--- config.mk ---
export PLATFORM = sky130hd
export DESIGN_NAME = ram_access_ctrl
export DESIGN_NICKNAME = d
export VERILOG_FILES = /design/src/rtl/ram_access_ctrl.sv
export SDC_FILE = /design/constraint.sdc
export NUM_CORES = 1
export LEC_CHECK = 0
export ABC_CLOCK_PERIOD_IN_PS = 6200
export CAP_MARGIN = 30
export CORE_UTILIZATION = 43
export CTS_CLUSTER_DIAMETER = 150
export DETAILED_ROUTE_END_ITERATION = 16
export GPL_TIMING_DRIVEN = 0
export PLACE_DENSITY = 0.8
export SLEW_MARGIN = 5
export SYNTH_ARGS = -nofsm -noshare
export SYNTH_HDL_FRONTEND = slang
export SYNTH_SLANG_ARGS = --single-unit
--- constraint.sdc ---
create_clock -name clk -period 6.2 [get_ports clk]
set_input_delay 1.55 -clock clk [delete_from_list [all_inputs] [get_ports clk]]
set_output_delay 1.55 -clock clk [all_outputs]
set_load 0.01 [all_outputs]
--- src/rtl/ram_access_ctrl.sv ---
// Initiator side of a 256x8 synchronous RAM port: accepts single/burst load and
// fill requests over valid/ready, drives the RAM pins and returns read bytes.
module ram_access_ctrl #(
  parameter int ADDR_W = 8,
  parameter int DATA_W = 8,
  parameter int LEN_W  = 8
) (
  input  logic              clk,
  input  logic              rst_n,
  input  logic              req_valid,
  output logic              req_ready,
  input  logic              req_write,
  input  logic [ADDR_W-1:0] req_addr,
  input  logic [DATA_W-1:0] req_wdata,
  input  logic [LEN_W-1:0]  req_len,
  output logic              ram_we,
  output logic [ADDR_W-1:0] ram_addr,
  output logic [DATA_W-1:0] ram_wdata,
  input  logic [DATA_W-1:0] ram_rdata,
  output logic              rsp_valid,
  output logic [DATA_W-1:0] rsp_data,
  output logic [ADDR_W-1:0] rsp_addr,
  output logic              rsp_last,
  output logic              done,
  output logic [1:0]        dbg_state
);

  // Handshake: a request transfers on a rising clk edge where req_valid and
  // req_ready are both 1; request inputs are don't-care at every other edge.
  // rsp_valid has no backpressure: the consumer must take each beat it sees.

  typedef enum logic [1:0] {
    IDLE = 2'd0,
    WR   = 2'd1,
    RD   = 2'd2,
    FIN  = 2'd3
  } state_e;

  state_e              state_q, state_n;
  logic [LEN_W-1:0]    cnt_q, cnt_n;
  logic                we_n;
  logic [ADDR_W-1:0]   addr_n;
  logic [DATA_W-1:0]   wdata_n;
  logic                rsp_valid_n;
  logic [ADDR_W-1:0]   rsp_addr_n;
  logic                rsp_last_n;
  logic                done_n;

  assign req_ready = (state_q == IDLE) && rst_n;
  assign rsp_data  = ram_rdata;
  assign dbg_state = state_q;

  always_comb begin
    state_n     = state_q;
    cnt_n       = cnt_q;
    we_n        = ram_we;
    addr_n      = ram_addr;
    wdata_n     = ram_wdata;
    rsp_valid_n = rsp_valid;
    rsp_addr_n  = rsp_addr;
    rsp_last_n  = rsp_last;
    done_n      = done;
    case (state_q)
      IDLE: begin
        if (req_valid && req_ready) begin
          addr_n  = req_addr;
          wdata_n = req_wdata;
          cnt_n   = req_len;
          we_n    = req_write;
          state_n = req_write ? WR : RD;
        end
      end
      WR: begin
        if (cnt_q != '0) begin
          addr_n = ram_addr + ADDR_W'(1);
          cnt_n  = cnt_q - LEN_W'(1);
        end else begin
          we_n    = 1'b0;
          done_n  = 1'b1;
          state_n = FIN;
        end
      end
      RD: begin
        // The RAM samples ram_addr at this edge; its data appears next cycle,
        // so the address is recorded alongside rsp_valid for that beat.
        we_n        = 1'b0;
        rsp_valid_n = 1'b1;
        rsp_addr_n  = ram_addr;
        if (cnt_q != '0) begin
          addr_n = ram_addr + ADDR_W'(1);
          cnt_n  = cnt_q - LEN_W'(1);
        end else begin
          rsp_last_n = 1'b1;
          done_n     = 1'b1;
          state_n    = FIN;
        end
      end
      FIN: begin
        done_n      = 1'b0;
        rsp_valid_n = 1'b0;
        rsp_last_n  = 1'b0;
        state_n     = IDLE;
      end
      default: begin
        we_n    = 1'b0;
        state_n = IDLE;
      end
    endcase
  end

  always_ff @(posedge clk or negedge rst_n) begin
    if (!rst_n) begin
      state_q   <= IDLE;
      cnt_q     <= '0;
      ram_we    <= 1'b0;
      ram_addr  <= '0;
      ram_wdata <= '0;
      rsp_valid <= 1'b0;
      rsp_addr  <= '0;
      rsp_last  <= 1'b0;
      done      <= 1'b0;
    end else begin
      state_q   <= state_n;
      cnt_q     <= cnt_n;
      ram_we    <= we_n;
      ram_addr  <= addr_n;
      ram_wdata <= wdata_n;
      rsp_valid <= rsp_valid_n;
      rsp_addr  <= rsp_addr_n;
      rsp_last  <= rsp_last_n;
      done      <= done_n;
    end
  end

endmodule

==> metrics, run 1 <==
status finished, final reports clean; CTS tree yes; max_cap viols 0; most common library cells after synthesis dfrtp_1, nand2_1, nor2_1, nand3_1, mux2_1; Yosys top cell area share 44.9%; total grt overflow 0; clk_skew 0.00303 ns; R2R Path End ram_addr[6]; routed wire length 5070 um; # IOs 75; CP Max Fanout 31; First-pass DRT Iterations 4; worst setup path end req_ready; Mapped Cells 195; Resized cells post-CTS 0; Slew Limit Fails 0; core region area 4720 sq um; Skew-Pair Late Insertion Delay 0.28 ns; PD cells 534 nW/um^2; R2R cell count 7; initial antenna violation count 0; Post-CTS Hold Fix Bufs 0; Distinct cells, synth 50; post-synthesis sequential area ratio 44.9%; starting DRC count in detailed routing 103; largest area contributor in the netlist dfrtp_1; GP Congestion 0.826; placed cell count 329; Total GRT Usage 20.6%; Post-synth EDFFs 0; minimum clock period 4.37 ns; area occupied by registers 951 sq um; unrepaired setup endpoints after global routing no; FFs w/ async S/R, synth 100%; Synth Area in XOR/XNOR 0%; crit path DAT 2.82 ns; Adder-Cell Fraction of Synth Area 4.73%; CTS buffer count 5; top cells by area, synth dfrtp_1, mux2_1, ha_1; # clock sinks 38; CTS root buf clkbuf_8; crit-path cells buf_2, buf_12, and2_1, clkdlybuf4s50_1; DRT met1 WL 2230 um; Post-DP HPWL 3650 um; WP buf/inv 3; metal2 WL 2500 um; Cell Rows 25; setup_tns 0 ns; relative slew slack 61.9%; r2r setup slk 3.77 ns; clk buf depth 2; Primary FF master, synth dfrtp_1; Critical Path Source Type primary input; fraction of layout cells with a size suffix above 1 16.3%; CP startpoint rst_n; first-pass GRT wire length 8210 um; Worst setup EP type primary output; Area Growth Syn to Fin 41.1%; Die Wd 72.2 um; # fillers 384; IR drop worst, VDD 273 uV; Die Ht 72.2 um; Mapped Nets 239; critical path's top delay family buffers and inverters; number of port buffers 66; H-tree depth 2; fin nets 313; setup repair bufs after CTS 0; DR vias/cell 5.36; drt wl/cell 15.0 um; simple logic cell fraction of the synthesized area 20.4%; largest net degree at the start of global routing 32; count leader, synth dfrtp_1; highest routed metal layer met4; P_leak 1.26 nW; RR Startpoint dbg_state[0]; Max Clk Rate 0.229 GHz; largest family of logic cells by synthesized area simple AND/OR/NAND/NOR gates; Initial Util 44.8%; met3 WL 299 um; post-synthesis area per instance 10.9 sq um; Yosys warning total 0; critical path's largest stage delay 0.55 ns; Hold/Removal Path Class flop to flop; compound-gate portion of the synthesized area 13.1%; mux share of post-synthesis cell area 11.0%; Worst-Margin Slew 0.572 ns; Via Count 1808; Antenna Nets Post-Route 0; final worst path period share 70.4%; die footprint 5210 sq um; # DRC 0; Setup Crit Path Kind primary input to primary output; vias in the first global route 1685; n_diodes 0; critical path's slowest cell clkdlybuf4s50_1; final std cells w/o fill 337; synthesized area 2120 sq um; setup-violating endpoint count in the final report 0; count of final hold-check violations 0; FF+latch count, synth 38; footprint of the multi-input gates 1040 sq um; critical path depth 4; Clk pin slew, worst setup/hold paths 0.07 ns; Worst EP required 4.65 ns
## routing by layer
metal | global-route usage [%] | vias to the layer above
li1 | - | 860
met1 | 27.7 | 880
met2 | 34.1 | 61
met3 | 4.31 | 7
met4 | 5.45 | 0
met5 | 0 | -
## worst min path at each step
stage	startpoint	end	depth (start not counted)
floorplan	cnt_q[0]	cnt_q[0]	2
global placement	rsp_addr[6]	rsp_addr[6]	1
detailed placement	rsp_addr[0]	rsp_addr[0]	1
CTS	rsp_addr[0]	rsp_addr[0]	1
global route	ram_we	ram_we	1
finish	rsp_addr[0]	rsp_addr[0]	1
## cells in the final DEF, fill, tap and decap left out, types with 2 or more instances in the layout
cell	n
inv_1	5
nor3_1	4
a2bb2oi_1	2
dfrtp_1	38
buf_6	2
nor2_2	2
and4_4	3
a21oi_1	5
mux2i_1	3
nand3_1	11
buf_4	8
and2_1	3
and3_1	4
ha_1	8
clkdlybuf4s50_1	65
o32ai_1	6
nor2_1	15
mux2_1	10
nor2b_1	2
clkbuf_8	8
clkbuf_1	5
o21ai_1	4
nand4b_1	2
nand2_1	16
mux2_2	8
nor3_2	3
## cells by family after synthesis
family                     after synthesis
AOI/OAI and AO/OA                       33
adders and majority gates                8
buffers and inverters                   21
DFF                                     38
muxes                                   21
and+or+nand+nor                         74
## where the power goes
| group | switching [mW] | total [mW] | internal [mW] |
|---|---|---|---|
| Clock | 0.0873 | 0.200 | 0.112 |
| Sequential | 0.110 | 0.477 | 0.367 |
| Combinational | 0.461 | 0.920 | 0.458 |
| Total | 0.658 | 1.60 | 0.938 |
## flip-flops by register name, summed over array words and instances (netlist names)
name / flops
ram_we: 1
ram_wdata: 8
rsp_valid: 1
ram_addr: 8
dbg_state: 2
cnt_q: 8
done: 1
rsp_last: 1
rsp_addr: 8
## layout make-up
class                           count  share of cell area [%]
Buffer                             15                    3.39
Clock buffer                        8                    3.69
Inverter                            6                   0.754
Multi-Input combinational cell    136                    34.9
Sequential cell                    38                    31.8
Tap cell                           67                    2.81
Timing Repair Buffer               67                    22.6
## per-stage QoR
step	setup slack [ns]	power, mW	utilization (%)	area [sq um]	hold WS, ns
finish	1.83	1.60	63.3	2990	0.487
global route	1.71	1.71	63.3	2990	0.504
CTS	1.81	1.61	63.3	2990	0.492
detailed placement	1.81	1.40	60.9	2880	0.474
global placement	0.413	1.37	60.6	2860	0.468
floorplan	2.93	1.04	-	2120	0.476
Note: power is estimated with default switching activity, not from simulation.
==> run 2, diff against run 1 <==
Settings changed: ABC_CLOCK_PERIOD_IN_PS 6200 to 4100.
Clock period 6.2 ns to 4.1 ns, I/O delays scaled along.
==> results of run 2 <==
The final DEF is identical to that of run 1. Status: finished, final reports clean.
Main changes from that run: setup slack after placement 1.81 ns -> 0.759 ns; setup slack after layout 1.83 ns -> 0.784 ns; register-to-register setup slack 3.77 ns -> 1.67 ns; total power 1.60 mW -> 2.41 mW; worst IR drop on VDD 273 uV -> 412 uV
